==> src/rtl/lock_sched_if.sv <==
// lock_sched_if: core-side request and lock-state signals of the lock scheduler.
interface lock_sched_if #(
    parameter int C = 8,
    parameter int L = 16
);
    localparam int CW = $clog2(C);
    localparam int LW = $clog2(L);

    logic [C-1:0]          acq_req;
    logic [C-1:0]          rel_req;
    logic [C-1:0][LW-1:0]  lock_id;
    logic [C-1:0]          grant;
    logic [C-1:0]          acq_err;
    logic [C-1:0]          rel_ack;
    logic [C-1:0]          rel_err;
    logic [C-1:0]          starve;
    logic [L-1:0]          held;
    logic [L-1:0][CW-1:0]  owner;

    modport master (
        output acq_req, rel_req, lock_id,
        input  grant, acq_err, rel_ack, rel_err, starve, held, owner
    );

    modport slave (
        input  acq_req, rel_req, lock_id,
        output grant, acq_err, rel_ack, rel_err, starve, held, owner
    );
endinterface

==> src/rtl/lock_sched.sv <==
// lock_sched: hardware mutex manager with round-robin acquire and release arbitration.
module lock_sched #(
    parameter int C   = 8,
    parameter int L   = 16,
    parameter int TMO = 255
) (
    input logic        clk,
    input logic        reset,
    lock_sched_if.slave bus
);
    localparam int CW = $clog2(C);
    localparam int TW = $clog2(TMO + 1);

    logic [C-1:0]          grant_q, acq_err_q, rel_ack_q, rel_err_q;
    logic [C-1:0]          masked, acq_ok, rel_ok, self_err;
    logic [L-1:0]          held_q;
    logic [L-1:0][CW-1:0]  owner_q;
    logic [CW-1:0]         rr_acq, rr_rel, a_win, r_win;
    logic                  a_hit, r_hit, r_own;
    logic [C-1:0][TW-1:0]  wait_cnt;

    // A core whose response pulse is still visible is about to drop its request.
    assign masked = grant_q | acq_err_q | rel_ack_q | rel_err_q;

    always_comb begin
        acq_ok   = '0;
        self_err = '0;
        rel_ok   = '0;
        for (int i = 0; i < C; i++) begin
            acq_ok[i]   = bus.acq_req[i] & ~bus.rel_req[i] & ~masked[i] & ~held_q[bus.lock_id[i]];
            self_err[i] = bus.acq_req[i] & ~bus.rel_req[i] & ~masked[i] & held_q[bus.lock_id[i]]
                          & (owner_q[bus.lock_id[i]] == CW'(i));
            rel_ok[i]   = bus.rel_req[i] & ~masked[i];
        end
    end

    always_comb begin
        a_hit = 1'b0;
        a_win = '0;
        r_hit = 1'b0;
        r_win = '0;
        for (int k = 0; k < C; k++) begin
            if (!a_hit && acq_ok[CW'(rr_acq + CW'(k))]) begin
                a_hit = 1'b1;
                a_win = CW'(rr_acq + CW'(k));
            end
            if (!r_hit && rel_ok[CW'(rr_rel + CW'(k))]) begin
                r_hit = 1'b1;
                r_win = CW'(rr_rel + CW'(k));
            end
        end
    end

    assign r_own = held_q[bus.lock_id[r_win]] && (owner_q[bus.lock_id[r_win]] == r_win);

    always_ff @(negedge clk) begin
        if (reset) begin
            grant_q   <= '0;
            acq_err_q <= '0;
            rel_ack_q <= '0;
            rel_err_q <= '0;
            held_q    <= '0;
            owner_q   <= '0;
            rr_acq    <= '0;
            rr_rel    <= '0;
            wait_cnt  <= '0;
        end else begin
            grant_q   <= a_hit ? C'(1) << a_win : '0;
            acq_err_q <= self_err;
            rel_ack_q <= (r_hit && r_own) ? C'(1) << r_win : '0;
            rel_err_q <= (r_hit && !r_own) ? C'(1) << r_win : '0;
            if (a_hit) begin
                held_q[bus.lock_id[a_win]]  <= 1'b1;
                owner_q[bus.lock_id[a_win]] <= a_win;
                rr_acq                      <= a_win + CW'(1);
            end
            if (r_hit) begin
                rr_rel <= r_win + CW'(1);
                if (r_own) begin
                    held_q[bus.lock_id[r_win]]  <= 1'b0;
                    owner_q[bus.lock_id[r_win]] <= '0;
                end
            end
            for (int i = 0; i < C; i++)
                wait_cnt[i] <= (!bus.acq_req[i] || (a_hit && a_win == CW'(i))) ? '0
                               : wait_cnt[i] + TW'(wait_cnt[i] != TW'(TMO));
        end
    end

    assign bus.grant   = grant_q;
    assign bus.acq_err = acq_err_q;
    assign bus.rel_ack = rel_ack_q;
    assign bus.rel_err = rel_err_q;
    assign bus.held    = held_q;
    assign bus.owner   = owner_q;

    for (genvar g = 0; g < C; g++) begin : g_starve
        assign bus.starve[g] = wait_cnt[g] == TW'(TMO);
    end
endmodule

==> src/flat_wrapper.sv <==
// flat-port wrapper written by rule: the top's interface ports become plain ports
module lock_sched_flat 
#(
    parameter int C   = 8,
    parameter int L   = 16,
    parameter int TMO = 255
)
  (clk, reset, bus_acq_req, bus_rel_req, bus_lock_id, bus_grant, bus_acq_err, bus_rel_ack, bus_rel_err, bus_starve, bus_held, bus_owner);
  lock_sched_if #(.C(C), .L(L)) bus_i ();
  input logic clk;
  input logic reset;
  input wire logic [$bits(bus_i.acq_req)-1:0] bus_acq_req;
  input wire logic [$bits(bus_i.rel_req)-1:0] bus_rel_req;
  input wire logic [$bits(bus_i.lock_id)-1:0] bus_lock_id;
  output wire logic [$bits(bus_i.grant)-1:0] bus_grant;
  output wire logic [$bits(bus_i.acq_err)-1:0] bus_acq_err;
  output wire logic [$bits(bus_i.rel_ack)-1:0] bus_rel_ack;
  output wire logic [$bits(bus_i.rel_err)-1:0] bus_rel_err;
  output wire logic [$bits(bus_i.starve)-1:0] bus_starve;
  output wire logic [$bits(bus_i.held)-1:0] bus_held;
  output wire logic [$bits(bus_i.owner)-1:0] bus_owner;
  assign bus_i.acq_req = bus_acq_req;
  assign bus_i.rel_req = bus_rel_req;
  assign bus_i.lock_id = bus_lock_id;
  assign bus_grant = bus_i.grant;
  assign bus_acq_err = bus_i.acq_err;
  assign bus_rel_ack = bus_i.rel_ack;
  assign bus_rel_err = bus_i.rel_err;
  assign bus_starve = bus_i.starve;
  assign bus_held = bus_i.held;
  assign bus_owner = bus_i.owner;
  lock_sched #(.C(C), .L(L), .TMO(TMO)) u_core (.clk(clk), .reset(reset), .bus(bus_i));
endmodule
==> config.mk <==
export PLATFORM = sky130hd
export DESIGN_NAME = lock_sched_flat
export DESIGN_NICKNAME = d
export VERILOG_FILES = /design/src/rtl/lock_sched_if.sv /design/src/rtl/lock_sched.sv /design/src/flat_wrapper.sv
export SDC_FILE = /design/constraint.sdc
export NUM_CORES = 1
export LEC_CHECK = 0
export ABC_CLOCK_PERIOD_IN_PS = 8900
export CAP_MARGIN = 30
export CORE_UTILIZATION = 30
export CTS_CLUSTER_DIAMETER = 200
export CTS_CLUSTER_SIZE = 20
export DETAILED_ROUTE_END_ITERATION = 6
export PLACE_DENSITY = 0.49
export SYNTH_ARGS = -nofsm -noshare
export SYNTH_HDL_FRONTEND = slang
export SYNTH_SLANG_ARGS = --single-unit
==> constraint.sdc <==
create_clock -name clk -period 8.9 [get_ports clk]
set_input_delay 1.78 -clock clk [delete_from_list [all_inputs] [get_ports clk]]
set_output_delay 1.78 -clock clk [all_outputs]
set_load 0.03 [all_outputs]
# Word-level counts from Yosys, hierarchy flattened
# Index checks and enable logic that the tools add are counted.
[classes]
shifts = 2
n_reduce_logical = 71
magnitude_cmp = 30
n_bitwise = 83
n_mux = 121
n_eq_ne = 31
add_sub_neg = 24
[op_table]
columns = ["cell", "count"]
rows = [
  ["48-bit 2-to-1 mux", 4],
  ["3-bit binary-select mux with 4-bit select", 9],
  ["3-bit 2-to-1 mux", 27],
  ["3-bit by 4-bit < comparator with 1-bit output, second input constant", 18],
  ["8-bit by 1-bit adder with 8-bit output", 8],
  ["8-bit equality test, second input constant", 8],
  ["16-bit 2-to-1 mux", 4],
  ["8-bit != test, second input constant", 8],
  ["4-bit by 5-bit < comparator with 1-bit output, second input constant", 10],
  ["1-bit AND", 48],
  ["48-bit AND", 1],
  ["1-bit binary-select mux with 3-bit select", 16],
  ["48-bit bitwise mux", 1],
  ["48-bit inverter", 1],
  ["1-bit 2-to-1 mux", 43],
  ["1-bit binary-select mux with 4-bit select", 9],
  ["1-bit logical AND", 27],
  ["1-bit inverter", 27],
  ["3-bit adder, second input constant", 8],
  ["4-bit binary-select mux with 3-bit select", 2],
  ["3-bit demux with 4-bit select", 2],
  ["3-bit equality test, second input constant", 8],
  ["8-bit OR", 3],
  ["1-bit logical NOT", 23],
  ["15 further kinds", 47],
]
[word_totals]
ff_bits = 166

# Depth between registers and ports, before layout
# Gate-level depths: netlist of the first run.
[logic_depth]
depth_word = 42
ltp_mapped = 25
mapped_depth_nobuf = 19

==> results.yml, run 1 <==
status:
  outcome: "finished, violations left"
  violations: "negative setup slack"
critical_path:
  crit_path_max_fanout: 5
  end_kind: "flip-flop"
  worstPathArrival_ps: 6510
  timing.rr.start: "u_core.rr_rel[1]$_SDFFE_NP0N_"
  critPathRequiredTime_ps: 4860
  crit_type: "in2reg"
  crit_path_start: "bus_lock_id[16]"
  worst_setup_path_start_kind: "primary input"
  reg2reg_depth: 21
  ff2ff_setup_slack_ps: 1960
  r2r_end: "u_core.bus.owner[6]$_SDFF_NP0_"
global_route:
  track_usage_pct: 26.11
  grt_max_degree: 82
  grt-ovfl-total: 0
  grt_pass1_wl_um: 98490
  antenna_found_initial: 0
  grt_pass1_vias: 16420
routing:
  drtIter0Drc: 1413
  remaining_drc_errors: 0
  wl_per_cell_um: 22.15
  dr_total_vias: 16820
  wl_um: 66260
  viasPerCell: 5.621
  final_antenna_net_count: 0
  firstDrtPassIters: 7
clock_tree:
  cts_made_buffers: 17
  cts_tree: "done"
  cts_hold_buf: 0
  h-tree-depth: 4
  cts-root-buf: "clkbuf_16"
  clock_path_buffers: 2
  clk_pin_slew_ps: 30
  clk_latency_ps: 520
  cts_sinks: 166
synthesis:
  syn_nets: 1796
  avgSynthCellArea_um2: 8.501
  synthMuxAreaShare_pct: 20.22
  ys_async_sr_fraction_pct: 0
  synth_top_family_by_area: "simple AND/OR/NAND/NOR gates"
  synth-seq-area-share_pct: 22.81
  yosys.area_share.simple_pct: 29.15
  synth_xor_area_share_pct: 3.504
  synth_top_area_cell: "dfxtp_1"
  synth_fa_ha_area_share_pct: 2.748
  yosysTopAreaCellShare_pct: 22.81
  yosys_register_bits: 166
  yosys_warnings: 0
  netlist_area_mm2: 0.01457
  synth_cells: 1714
  ys_types: 98
  synthFlopType: "dfxtp_1"
  synth_edf_count: 0
  synth-compound-area-share_pct: 14.79
  ys_top_cells_by_area: "dfxtp_1 23%, mux2i_1 11%, mux4_2 6.6%, nor2_1 4.1%, nor3_1 3.3%"
sta:
  finalHoldViolCount: 0
  setup_viol: 155
  fin_tns_setup_ps: -182110
  rsz0062_at_grt: "yes"
  finClkSkew_ps: 26.99
  fin_ws_ps: -1650
  relSlewSlack_pct: 31.41
  worst_pin_slew_ps: 1027
  slew_violations: 0
  hold_ws_ps: 498.7
place:
  io_buffers: 153
  hpwl_um: 48410
  place_worst_setup_slack_ps: -2688
  place_congestion: 0.9442
layout:
  area_growth_pct: 55.81
  drive_gt1_share_pct: 34.92
  num_antenna_cells: 0
  final_nets: 2446
  post-route-util_pct: 47.45
  nFillCells: 4699
floorplan:
  num_rows: 80
  initial_utilization_pct: 30.45
  design.portCount: 154
  die_y_um: 222.4
  die-area_mm2: 0.04945
  core_area_mm2: 0.04785
  die_w_um: 222.4
worst_hold_path:
  hold_end: "u_core.wait_cnt[62]$_SDFF_NP0_"
  hp-class: "reg2reg"
  whs_path_depth: 2
  hold_start: "u_core.wait_cnt[62]$_SDFF_NP0_"
job:
  drv_cap: 0
## per-layer routing
metal  up-vias  track usage (%)  part of all wire, %
met5         -                0                    0
met4         0            12.30                  4.0
met3       161            5.977                  6.8
met2       746            41.22                   46
met1      8183            33.59                   43
li1       7729                -                    -
## kinds of logic (layout without fill, tap and decap cells)
family                     count (synthesis)  after routing
and+or+nand+nor                          709            709
AOI/OAI and AO/OA                        302            302
muxes                                    232            232
buffers and inverters                    219            882
DFF                                      166            166
xor gates and xnor gates                  54             54
adders and majority gates                 32             32
## registers in the layout, indices dropped and copies added, names as in the netlist
signal              flops
u_core.bus.acq_err      8
u_core.bus.grant        8
u_core.bus.held        16
u_core.bus.owner       48
u_core.bus.rel_ack      8
u_core.bus.rel_err      8
u_core.rr_acq           3
u_core.rr_rel           3
u_core.wait_cnt        64
## worst max path at each step
stage	to	slack (ps)	cells past startpoint
floorplan	u_core.bus.owner[2]$_SDFF_NP0_	-1860	18
global placement	u_core.bus.owner[33]$_SDFF_NP0_	-2680	21
detailed placement	u_core.bus.owner[33]$_SDFF_NP0_	-2690	21
CTS	u_core.bus.owner[26]$_SDFF_NP0_	-1630	22
global route	u_core.bus.owner[12]$_SDFF_NP0_	-1800	21
finish	u_core.bus.owner[31]$_SDFF_NP0_	-1650	21
## cell usage after synthesis, drive strengths merged, types with 7 or more instances
| cell | count |
|---|---|
| a211oi | 21 |
| a21oi | 70 |
| a22oi | 10 |
| a311oi | 9 |
| a31oi | 13 |
| a32oi | 16 |
| and2 | 17 |
| and3 | 29 |
| buf | 63 |
| clkbuf | 98 |
| dfxtp | 166 |
| ha | 32 |
| inv | 54 |
| mux2 | 17 |
| mux2i | 172 |
| mux4 | 43 |
| nand2 | 109 |
| nand3 | 82 |
| nand3b | 29 |
| nand4 | 30 |
| nand4b | 20 |
| nor2 | 162 |
| nor2b | 15 |
| nor3 | 102 |
| nor3b | 10 |
| nor4 | 38 |
| nor4b | 28 |
| o2111ai | 7 |
| o211ai | 15 |
| o21ai | 55 |
| o311ai | 8 |
| o31ai | 9 |
| or2 | 9 |
| xnor2 | 18 |
| xor2 | 36 |
## layout by cell type (no fill, tap or decap), drive strengths merged, types with 10 or more instances in the layout
cell type	netlist	routed
nor2b	15	15
o211ai	15	15
nor4b	28	28
nor3b	10	10
and3	29	29
a31oi	13	13
buf	63	490
nand4b	20	20
clkinv	4	10
nand4	30	30
a21oi	70	70
nor2	162	162
xnor2	18	18
mux2	17	17
clkdlybuf4s50	0	121
a32oi	16	16
ha	32	32
o21ai	55	55
mux2i	172	172
nor4	38	38
mux4	43	43
nand3b	29	29
and2	17	17
a22oi	10	10
clkbuf	98	18
inv	54	228
nand3	82	82
xor2	36	36
dfxtp	166	166
nor3	102	102
nand2	109	109
a211oi	21	21
dlygate4sd2	0	14
## critical path, stage by stage
cell and delay, ps:
buf_8 110, buf_12 130, mux2i_1 110, mux4_2 550, mux2i_4 220, nor2_4 60
mux4_2 520, buf_6 140, mux2_4 270, nand3b_4 170, o211a_1 240, o21ai_4 130
o21ba_4 230, buf_6 130, buf_6 90, mux2i_2 200, mux2i_2 120, mux2_4 340
or4_4 600, mux2i_1 140, nor3_1 200
## timing repair
action,in CTS,in global routing
endpoints found under the hold margin,0,0
resized for setup,226,172
setup endpoints to repair,156,155
pin swaps,71,68
buffers inserted,76,37
gates cloned,6,0
## through the flow
step	cells	cell area, µm²
final	2992	22700
after detailed placement	2683	19290
after global routing	2992	22700
after floorplan	1714	14860
after global placement	2683	19290
after CTS	2960	21820
## layout make-up
cell class	instances	area (µm²)	area share (%)
Clock buffer	17	425.4	1.874
Clock inverter	181	850.8	3.748
Multi-Input combinational cell	1329	11360	50.06
Sequential cell	166	3323	14.64
Timing Repair Buffer	627	5732	25.25
Tap cell	615	769.5	3.390
Inverter	57	236.5	1.042
Power of run 1 is left out: the tool's default activity adds up to more than one toggle a clock period on the data nets, which glitch-free logic cannot reach.
==> run 2: changes to the inputs <==
--- a/config.mk
+++ b/config.mk
@@ -7,11 +7,11 @@
 export LEC_CHECK = 0
 export ABC_CLOCK_PERIOD_IN_PS = 8900
 export CAP_MARGIN = 30
-export CORE_UTILIZATION = 30
+export CORE_UTILIZATION = 60
 export CTS_CLUSTER_DIAMETER = 200
 export CTS_CLUSTER_SIZE = 20
 export DETAILED_ROUTE_END_ITERATION = 6
-export PLACE_DENSITY = 0.49
+export PLACE_DENSITY = 0.85
 export SYNTH_ARGS = -nofsm -noshare
 export SYNTH_HDL_FRONTEND = slang
 export SYNTH_SLANG_ARGS = --single-unit
==> results.yml, run 2 <==
status:
  outcome: "did not finish"
  lastStage: "5_1_grt"
  first-error: "[ERROR GRT-0116] Global routing finished with congestion. Check the congestion regions in the DRC Viewer."
synthesis:
  ys_async_sr_fraction_pct: 0
  yosys_register_bits: 166
  synth_cells: 1714
  synthTopCellsByCount: "166 x dfxtp_1, 166 x mux2i_1, 161 x nor2_1"
  synthFlopType: "dfxtp_1"
  ys_top_cells_by_area: "dfxtp_1 23%, mux2i_1 11%, mux4_2 6.6%, nor2_1 4.1%, nor3_1 3.3%"
  synth_edf_count: 0
  synth-seq-area-share_pct: 22.81
  avgSynthCellArea_um2: 8.501
  netlist_area_mm2: 0.01457
  syn_nets: 1796
  yosys_warnings: 0
  yosysTopAreaCellShare_pct: 22.81
  synth_top_area_cell: "dfxtp_1"
  ys_types: 98
place:
  place_worst_setup_slack_ps: -2665
  io_buffers: 153
  place_congestion: 1.056
  hpwl_um: 43520
  dp.cells: 2350
floorplan:
  die_y_um: 157.8
  design.portCount: 154
  initial_utilization_pct: 61.71
  die_w_um: 157.8
  num_rows: 56
clock_tree:
  cts_hold_buf: 0
  cts_sinks: 166
  h-tree-depth: 4
  cts-root-buf: "clkbuf_16"
  cts_made_buffers: 17
  clock_path_buffers: 2
global_route:
  grt_pass1_vias: 21750
  grt_pass1_wl_um: 133800
  grt-ovfl-total: 11
  grt_max_degree: 68
  track_usage_pct: 71.87
run 2: cell counts after synthesis:
Identical to the previous run, type by type.
run 2: per-layer routing:
| layer | GRT overflow | GRT usage, % |
|---|---|---|
| met2 | 7 | 89.26 |
| met4 | 4 | 72.91 |
| met3 | 0 | 54.23 |
| met1 | 0 | 72.07 |
| met5 | 0 | 26.71 |
run 2: logic make-up after synthesis:
logic type / after synthesis / synth area share, %
adder cells (fa/ha/maj): 32 / 2.748
AO/OA/AOI/OAI: 302 / 14.79
flip-flops: 166 / 22.81
AND/OR/NAND/NOR: 709 / 29.15
buffers and inverters: 219 / 6.784
multiplexers: 232 / 20.22
XOR/XNOR: 54 / 3.504
run 2: what timing repair did:
item	in CTS
endpoints found under the setup margin	157
gates cloned	11
pin swaps	90
gates resized for setup	295
setup buffers	69
run 2: per-stage QoR:
stage               area, µm²  util (%)  hold WS (ps)  TNS [ps]
floorplan               14860         -         471.1   -201480
global placement        18570     78.65         485.3   -335150
detailed placement      18570     78.65         502.0   -344430
CTS                     21380     90.53         511.0   -178120
==> run 3: changes to the inputs <==
--- a/config.mk
+++ b/config.mk
@@ -7,11 +7,9 @@
 export LEC_CHECK = 0
 export ABC_CLOCK_PERIOD_IN_PS = 8900
 export CAP_MARGIN = 30
-export CORE_UTILIZATION = 60
-export CTS_CLUSTER_DIAMETER = 200
-export CTS_CLUSTER_SIZE = 20
+export CORE_UTILIZATION = 40
 export DETAILED_ROUTE_END_ITERATION = 6
-export PLACE_DENSITY = 0.85
+export PLACE_DENSITY_LB_ADDON = 0.15
 export SYNTH_ARGS = -nofsm -noshare
 export SYNTH_HDL_FRONTEND = slang
 export SYNTH_SLANG_ARGS = --single-unit
==> results.yml, run 3 (same netlist as run 1, synthesis figures left out) <==
routing:
  drtIter0Drc: 1604
  wl_um: 62270
  firstDrtPassIters: 7
  remaining_drc_errors: 32
  dr_total_vias: 16730
  final_antenna_net_count: 0
  viasPerCell: 5.982
  wl_per_cell_um: 22.27
floorplan:
  die-area_mm2: 0.03719
  initial_utilization_pct: 40.77
  num_rows: 69
  core_area_mm2: 0.03574
  die_w_um: 192.9
  die_y_um: 192.9
  design.portCount: 154
layout:
  area_growth_pct: 51.56
  multi_input_area_mm2: 0.01125
  drive_gt1_share_pct: 32.82
  final_common_cell: "buf_4"
  seq_area_mm2: 0.003323
  final_nets: 2403
  largest_reg_flops: 64
  final_cell_mix: "342 x buf_4, 213 x inv_1, 166 x dfxtp_1"
  nFillCells: 3144
  largest-register: "u_core.wait_cnt"
critical_path:
  critPathRequiredTime_ps: 4840
  crit_type: "in2reg"
  worstPathArrival_ps: 6620
  end_kind: "flip-flop"
  crit_path_max_fanout: 6
  worst_setup_path_start_kind: "primary input"
sta:
  setup_viol: 155
  fin_ws_ps: -1778
  hold_ws_ps: 495.6
  finClkSkew_ps: 22.68
  worst_pin_slew_ps: 1021
  fin_tns_setup_ps: -212940
  slew_violations: 0
  relSlewSlack_pct: 31.85
  finalHoldViolCount: 0
  rsz0062_at_grt: "yes"
clock_tree:
  clk_latency_ps: 500
  cts_made_buffers: 17
  h-tree-depth: 4
  cts_sinks: 166
  clock_path_buffers: 2
  cts_hold_buf: 0
  cts-root-buf: "clkbuf_16"
  cts_tree: "done"
  clk_pin_slew_ps: 30
status:
  outcome: "finished, violations left"
  violations: "design-rule violations, negative setup slack"
place:
  place_congestion: 0.9918
  hpwl_um: 44880
  io_buffers: 153
worst_hold_path:
  hp-class: "reg2reg"
global_route:
  antenna_found_initial: 0
  grt_pass1_vias: 16460
  grt_pass1_wl_um: 93040
  grt_max_degree: 67
  track_usage_pct: 33.22
  grt-ovfl-total: 0
job:
  drv_cap: 0
-- run 3: final cells by class --
cell class / instances / share of cell area, %
Antenna cell: 1 / 0.01133
Sequential cell: 166 / 15.05
Inverter: 57 / 1.014
Tap cell: 461 / 2.612
Clock inverter: 181 / 3.898
Clock buffer: 17 / 1.926
Timing Repair Buffer: 582 / 24.53
Multi-Input combinational cell: 1330 / 50.93
Timing Repair inverter: 1 / 0.03400
-- run 3: timing repair --
action | CTS | global route
pin swaps | 71 | 45
endpoints found under the setup margin | 157 | 156
gates resized for setup | 227 | 132
gates cloned | 8 | 0
hold endpoints to repair | 0 | 0
buffers inserted | 75 | 22
-- run 3: path summary, 6_finish.rpt --
| check | from | to | slack [ps] | cells past startpoint |
|---|---|---|---|---|
| setup / recovery | bus_lock_id[16] | u_core.bus.held[8]$_SDFF_NP0_ | -1780 | 22 |
| hold / removal | u_core.wait_cnt[30]$_SDFF_NP0_ | u_core.wait_cnt[30]$_SDFF_NP0_ | 500 | 2 |
| setup reg to reg | u_core.rr_rel[1]$_SDFFE_NP0N_ | u_core.bus.owner[1]$_SDFF_NP0_ | 1810 | 24 |
| hold reg to reg | u_core.wait_cnt[30]$_SDFF_NP0_ | u_core.wait_cnt[30]$_SDFF_NP0_ | 500 | 2 |
-- run 3: worst max-delay path, cell delays in order --
cell	delay, ps
buf_12	120
buf_8	130
mux2i_1	110
mux4_2	540
mux2i_4	220
nor2_4	70
mux4_2	530
and2_4	200
nor4b_4	340
o211ai_4	170
buf_6	150
nor4_4	130
o21ba_4	210
buf_12	140
buf_8	130
buf_12	120
mux2i_4	170
mux2i_4	110
or2_4	260
or4_4	600
buf_6	150
a221oi_2	220
-- run 3: per-layer routing --
metal / share of wire [%] / track usage, % / wire (µm)
met1: 40 / 41.37 / 25190
met2: 47 / 53.97 / 28960
met3: 8.2 / 6.292 / 5085
met4: 4.9 / 17.75 / 3034
met5: 0 / 0 / 0
-- run 3: through the flow --
step                utilization (%)  worst slack [ps]  instances  cell area (µm²)
floorplan                         -             -1860       1714            14860
finish                        61.78             -1778       2796            22080
global placement              52.84             -2532       2501            18880
CTS                           60.18             -1774       2776            21510
detailed placement            52.84             -2580       2501            18880
global route                  61.78             -1886       2795            22080
Power of run 3 is left out for the same reason.
